===== src/rtl/mat_stream_engine.sv =====
// Streaming matrix engine: reads a stored m x n matrix element by element,
// then emits it as a copy, a transpose or a saturated scalar multiple over a
// valid/ready stream.
module mat_stream_engine #(
  parameter int unsigned DIM_WIDTH  = 3,
  parameter int unsigned DATA_WIDTH = 8,
  parameter int unsigned SLOT_WIDTH = 2,
  parameter int unsigned RD_TIMEOUT = 15
) (
  input  logic                   clk,
  input  logic                   rst_n,
  input  logic                   start,
  input  logic                   abort,
  input  logic [1:0]             mode,
  input  logic [DIM_WIDTH-1:0]   m_sel,
  input  logic [DIM_WIDTH-1:0]   n_sel,
  input  logic [SLOT_WIDTH-1:0]  slot_sel,
  input  logic                   slot_valid,
  input  logic [DATA_WIDTH-1:0]  scalar,
  output logic                   ready,
  output logic                   busy,
  output logic                   done,
  output logic                   error,
  output logic [2:0]             err_code,
  output logic [2*DIM_WIDTH-1:0] total_elements,
  output logic                   rd_en,
  output logic [SLOT_WIDTH-1:0]  rd_slot_idx,
  output logic [DIM_WIDTH-1:0]   rd_row_idx,
  output logic [DIM_WIDTH-1:0]   rd_col_idx,
  input  logic [DATA_WIDTH-1:0]  rd_elem,
  input  logic                   rd_elem_valid,
  output logic                   out_valid,
  input  logic                   out_ready,
  output logic [DATA_WIDTH-1:0]  out_elem,
  output logic                   out_row_end,
  output logic                   out_last,
  output logic [DIM_WIDTH-1:0]   out_row_idx,
  output logic [DIM_WIDTH-1:0]   out_col_idx,
  output logic [2*DIM_WIDTH-1:0] out_linear_idx
);

  localparam int unsigned PW  = 2 * DATA_WIDTH;
  localparam int unsigned TW  = 2 * DIM_WIDTH;
  localparam int unsigned WCW = $clog2(RD_TIMEOUT + 1);

  localparam logic signed [PW-1:0] SAT_MAX = PW'((2 ** (DATA_WIDTH - 1)) - 1);
  localparam logic signed [PW-1:0] SAT_MIN = ~SAT_MAX;

  localparam logic [1:0] MODE_COPY  = 2'b00;
  localparam logic [1:0] MODE_TRANS = 2'b01;
  localparam logic [1:0] MODE_SCALE = 2'b10;
  localparam logic [1:0] MODE_RSVD  = 2'b11;

  typedef enum logic [2:0] {
    IDLE, CHECK, REQ, WAIT, HOLD, DONE, ERROR
  } state_t;

  state_t                 state;
  logic [1:0]             mode_q;
  logic [DIM_WIDTH-1:0]   m_q, n_q;
  logic                   slot_valid_q;
  logic [DATA_WIDTH-1:0]  scalar_q;
  logic [DIM_WIDTH-1:0]   r, c;
  logic [WCW-1:0]         wait_cnt;

  logic                   transpose;
  logic [DIM_WIDTH-1:0]   rows, cols;
  logic                   last_col, last_row;
  logic [DIM_WIDTH-1:0]   r_nxt, c_nxt;
  logic signed [PW-1:0]   prod;
  logic [DATA_WIDTH-1:0]  proc_elem;

  // Output geometry, next position and processed (possibly saturated) element
  always_comb begin
    transpose = (mode_q == MODE_TRANS);
    rows      = transpose ? n_q : m_q;
    cols      = transpose ? m_q : n_q;
    last_col  = (c == cols - DIM_WIDTH'(1));
    last_row  = (r == rows - DIM_WIDTH'(1));
    c_nxt     = last_col ? '0 : c + DIM_WIDTH'(1);
    r_nxt     = last_col ? r + DIM_WIDTH'(1) : r;
    prod      = PW'($signed(rd_elem)) * PW'($signed(scalar_q));
    proc_elem = rd_elem;
    if (mode_q == MODE_SCALE) begin
      if (prod > SAT_MAX)      proc_elem = SAT_MAX[DATA_WIDTH-1:0];
      else if (prod < SAT_MIN) proc_elem = SAT_MIN[DATA_WIDTH-1:0];
      else                     proc_elem = prod[DATA_WIDTH-1:0];
    end
  end

  // Control FSM with all status, read-port and stream outputs registered
  always_ff @(posedge clk or negedge rst_n) begin
    if (!rst_n) begin
      state          <= IDLE;
      mode_q         <= MODE_COPY;
      m_q            <= '0;
      n_q            <= '0;
      slot_valid_q   <= 1'b0;
      scalar_q       <= '0;
      r              <= '0;
      c              <= '0;
      wait_cnt       <= '0;
      ready          <= 1'b1;
      busy           <= 1'b0;
      done           <= 1'b0;
      error          <= 1'b0;
      err_code       <= 3'b000;
      total_elements <= '0;
      rd_en          <= 1'b0;
      rd_slot_idx    <= '0;
      rd_row_idx     <= '0;
      rd_col_idx     <= '0;
      out_valid      <= 1'b0;
      out_elem       <= '0;
      out_row_end    <= 1'b0;
      out_last       <= 1'b0;
      out_row_idx    <= '0;
      out_col_idx    <= '0;
      out_linear_idx <= '0;
    end else begin
      done  <= 1'b0;
      error <= 1'b0;
      rd_en <= 1'b0;
      if (abort && (state inside {CHECK, REQ, WAIT, HOLD})) begin
        // abort wins over everything, including a same-cycle handshake
        state     <= ERROR;
        err_code  <= 3'b101;
        out_valid <= 1'b0;
        busy      <= 1'b0;
        error     <= 1'b1;
      end else begin
        case (state)
          IDLE: begin
            if (start) begin
              mode_q         <= mode;
              m_q            <= m_sel;
              n_q            <= n_sel;
              slot_valid_q   <= slot_valid;
              scalar_q       <= scalar;
              rd_slot_idx    <= slot_sel;
              total_elements <= TW'(m_sel) * TW'(n_sel);
              err_code       <= 3'b000;
              r              <= '0;
              c              <= '0;
              wait_cnt       <= '0;
              ready          <= 1'b0;
              busy           <= 1'b1;
              state          <= CHECK;
            end
          end
          CHECK: begin
            if (mode_q == MODE_RSVD) begin
              err_code <= 3'b011;
              error    <= 1'b1;
              busy     <= 1'b0;
              state    <= ERROR;
            end else if (!slot_valid_q) begin
              err_code <= 3'b001;
              error    <= 1'b1;
              busy     <= 1'b0;
              state    <= ERROR;
            end else if (m_q == '0 || n_q == '0) begin
              err_code <= 3'b010;
              error    <= 1'b1;
              busy     <= 1'b0;
              state    <= ERROR;
            end else begin
              rd_row_idx <= '0;
              rd_col_idx <= '0;
              rd_en      <= 1'b1;
              state      <= REQ;
            end
          end
          REQ: begin
            wait_cnt <= '0;
            state    <= WAIT;
          end
          WAIT: begin
            if (rd_elem_valid) begin
              out_elem       <= proc_elem;
              out_valid      <= 1'b1;
              out_row_idx    <= r;
              out_col_idx    <= c;
              out_linear_idx <= TW'(r) * TW'(cols) + TW'(c);
              out_row_end    <= last_col;
              out_last       <= last_col && last_row;
              state          <= HOLD;
            end else if (wait_cnt == WCW'(RD_TIMEOUT - 1)) begin
              err_code <= 3'b100;
              error    <= 1'b1;
              busy     <= 1'b0;
              state    <= ERROR;
            end else begin
              wait_cnt <= wait_cnt + WCW'(1);
            end
          end
          HOLD: begin
            if (out_ready) begin
              out_valid <= 1'b0;
              r         <= r_nxt;
              c         <= c_nxt;
              if (last_col && last_row) begin
                done  <= 1'b1;
                busy  <= 1'b0;
                state <= DONE;
              end else begin
                rd_row_idx <= transpose ? c_nxt : r_nxt;
                rd_col_idx <= transpose ? r_nxt : c_nxt;
                rd_en      <= 1'b1;
                state      <= REQ;
              end
            end
          end
          DONE: begin
            ready <= 1'b1;
            state <= IDLE;
          end
          ERROR: begin
            ready <= 1'b1;
            state <= IDLE;
          end
          default: begin
            ready <= 1'b1;
            busy  <= 1'b0;
            state <= IDLE;
          end
        endcase
      end
    end
  end

endmodule


===== config.mk =====
export PLATFORM = sky130hd
export DESIGN_NAME = mat_stream_engine
export DESIGN_NICKNAME = d
export VERILOG_FILES = /design/src/rtl/mat_stream_engine.sv
export SDC_FILE = /design/constraint.sdc
export NUM_CORES = 1
export LEC_CHECK = 0
export CORE_MARGIN = 2
export CORE_UTILIZATION = 46
export CTS_BUF_LIST = sky130_fd_sc_hd__clkbuf_4 sky130_fd_sc_hd__clkbuf_8
export CTS_CLUSTER_DIAMETER = 50
export DETAILED_ROUTE_END_ITERATION = 12
export HOLD_SLACK_MARGIN = 0.06
export PLACE_DENSITY = 0.72
export SYNTH_ARGS = -nofsm -noshare
export SYNTH_HDL_FRONTEND = slang
export SYNTH_SLANG_ARGS = --single-unit

===== constraint.sdc =====
create_clock -name clk -period 7.17 [get_ports clk]
set_clock_uncertainty 0.2 [all_clocks]
set_input_delay 1.0755 -clock clk [delete_from_list [all_inputs] [get_ports clk]]
set_output_delay 1.0755 -clock clk [all_outputs]
set_load 0.03 [all_outputs]

==> results.md, run 1 <==
- Clock Pin Slew Worst Setup and Hold Paths: ~0.080 ns
- WL/cell: between 10 and 15 um
- Antenna violations before repair: 0
- DRT iter0 DRCs: 337
- Drt drc: 0
- Num CTS Buffers: 9
- Initial Utilization: around 47%
- Crit share post-route: between 80 and 90%
- Root buffer cell: clkbuf_8
- Worst setup SP type: input port
- WP data required: a little over 7 ns
- Layout Nets: 981
- Net count after synthesis: just over 900
- DRT Wirelength: between 15000 and 20000 um
- # Post-CTS Setup Buffers: 0
- Endpoints failing hold: 0
- Worst setup EP type: flip-flop
- Pre-Repair DR Iteration Count: 6
- Die area: 0.01589 sq mm
- Unrepaired setup endpoints after global routing: no
- Die X-Extent: approximately 130 um
- H-tree depth: 3
- Worst-path fanout max: 9
- Vias in the first global route: about 5.6k
- Synth area leader: dfrtp_1
- Cts repair resizes: 0
- Routed Antenna Nets: 0
- Maximum number of pins on one net before global-route repair: 76
- Diodes inserted: 0
- Rel. slew slack: 37.77%
- Worst-margin pin slew: about 0.93 ns
- Cell Area, Synth: approximately 0.0069 sq mm
- Total gr overflow: 0
- PortBufs: 77
- HP Class: flip-flop to flip-flop
- Top cells by area, synth: dfrtp_1 (27%), fa_1 (18%), ha_1 (9.1%), nand2_1 (7.6%), inv_1 (5.5%)
- Hold Crit Start: out_linear_idx[2]
- Core ar.: roughly 0.015 sq mm
- CTS tree: built
- Cells after synthesis: around 770
- Max Clock Freq: around 0.16 GHz
- Min cycle time layout: between 6 and 7 ns
- Top-level port count: 78
- Most frequent cell after synthesis: nand2_1
- CTS max path bufs: 2
- #FFs+latches synth: 75
- Layout cell share with drive strength beyond 1: around 5.0%
- Clk sinks: 75
- CP startpoint: rd_elem[7]
- Global-route wire length before repair: 26690 um
- Async S/R FF share, synth: 100.0%
- Post-DR vias/cell: about 5.4
- Max Transition Viols Final: 0
- Die height: approximately 130 um
- Area growth syn-to-layout: 16.43%
- Clk_lat worst skew: around 0.35 ns
- CP Class: input port to flip-flop
- Most used DFF post-synth: dfrtp_1
- Syn Area/Cell: ~8.9 sq um
- Post-DP HPWL: 11820 um
- # hold bufs at CTS: 0
- # Max-Cap Violations: 0
- Unique masters post-synth: 68
- Setup TNS: 0 ns
- Fillcell total: 1376
- Share of the synthesized area in the top cell type: roughly 27%
- Sequential-to-total area share from yosys stat: between 20% and 30%
- # setup viols final: 0
- Worst EP arrival: ~6.5 ns
- Routability cong.: between 0.8 and 0.9
- Vias: between 5k and 6k
- EDFF count, synth: 0
- Ys Warns: 0
- Worst reg2reg startpoint: scalar_q[3]
- Outcome: finished clean
- Total GRT Usage: about 20%
- Synth cell count leaders: nand2_1 (138), inv_1 (100), dfrtp_1 (74)
- Floorplan row count: 44
-- area by class of cell --
type	instances	area, sq um	share of cell area (%)
Multi-Input combinational cell	571	4486	56.22
Sequential cell	75	1878	23.54
Timing Repair Buffer	81	798.3	10.00
Inverter	100	375.4	4.704
Tap cell	184	230.2	2.885
Clock buffer	11	151.4	1.897
Clock inverter	5	60.06	0.7527
-- per-layer routing --
metal | track usage, % | vias to the layer above | share of wire [%]
met5 | 0 | - | 0
met4 | 3.749 | 0 | 0.67
met3 | 3.738 | 10 | 4.8
met2 | 32.29 | 141 | 46
met1 | 29.60 | 2690 | 49
li1 | - | 2658 | -
-- critical path: stages --
cell,delay [ns]
clkdlybuf4s50_1,0.54
and2_1,0.25
fa_1,0.60
inv_1,0.14
fa_1,0.54
inv_1,0.05
fa_1,0.52
inv_1,0.05
fa_1,0.52
inv_1,0.04
ha_1,0.36
a21o_1,0.24
or3_1,0.33
o2111a_1,0.28
a211oi_4,0.27
nand4_1,0.31
a21boi_1,0.24
o21ai_1,0.08
-- cells in the final DEF (no fill, tap or decap), types with 11 or more instances in the layout --
cell type | Yosys | routed
dfrtp_1 | 74 | 74
nand2_1 | 138 | 138
nor2_1 | 18 | 18
fa_1 | 60 | 60
a21oi_1 | 29 | 29
nor2b_1 | 13 | 13
and2_1 | 52 | 52
ha_1 | 50 | 50
xor2_1 | 11 | 11
clkdlybuf4s50_1 | 0 | 76
nand3_1 | 17 | 17
clkbuf_8 | 0 | 11
o21ai_0 | 35 | 35
inv_1 | 100 | 100
xnor2_1 | 15 | 15
-- state kept, by name, indices dropped and copies added, names as in the netlist, 2 cells and up --
name,count
total_elements,6
wait_cnt,4
out_col_idx,3
err_code,3
m_q,3
c,3
mode_q,2
out_elem,8
rd_row_idx,3
out_row_idx,3
out_linear_idx,6
state,3
r,3
scalar_q,8
n_q,3
rd_slot_idx,2
rd_col_idx,3
-- metrics by stage --
step / utilization [%] / std cells / setup slack, ns / hold slack (ns) / instance area (sq um)
2_1_floorplan: - / 772 / 1.290 / 0.2376 / 6853
3_3_place_gp: 53.44 / 1011 / 0.4618 / 0.2568 / 7767
3_5_place_dp: 53.44 / 1011 / 0.3454 / 0.2560 / 7767
4_1_cts: 54.90 / 1027 / 0.7296 / 0.2817 / 7979
5_1_grt: 54.90 / 1027 / 0.3565 / 0.2986 / 7979
6_report: 54.90 / 1027 / 0.7498 / 0.2796 / 7979
-- path summary, 6_finish.rpt --
kind,endpoint,slack (ns),cells past startpoint
setup / recovery,out_elem[3],0.75,18
hold / removal,out_linear_idx[2],0.28,2
setup reg to reg,out_elem[3],1.49,17
hold reg to reg,out_linear_idx[2],0.28,2
max in group asynchronous,err_code[2],5.50,1
min in group asynchronous,rd_en,0.66,1
-- logic make-up after synthesis --
family	after synthesis	synth area share (%)
and+or+nand+nor	285	20.29
AOI/OAI and AO/OA	135	12.84
buffers and inverters	126	7.139
adders and majority gates	110	26.66
DFF	75	27.41
xor gates and xnor gates	26	3.323
muxes	15	2.355
Power of run 1 is left out: the tool's default activity adds up to more than one toggle a clock period on the data nets, which glitch-free logic cannot reach.
==> run 2: changes to the inputs <==
- HOLD_SLACK_MARGIN: 0.06 -> default
==> results of run 2 <==
No change in the layout: final DEF, timing and power equal those of run 1.
Power of run 2 is left out for the same reason.
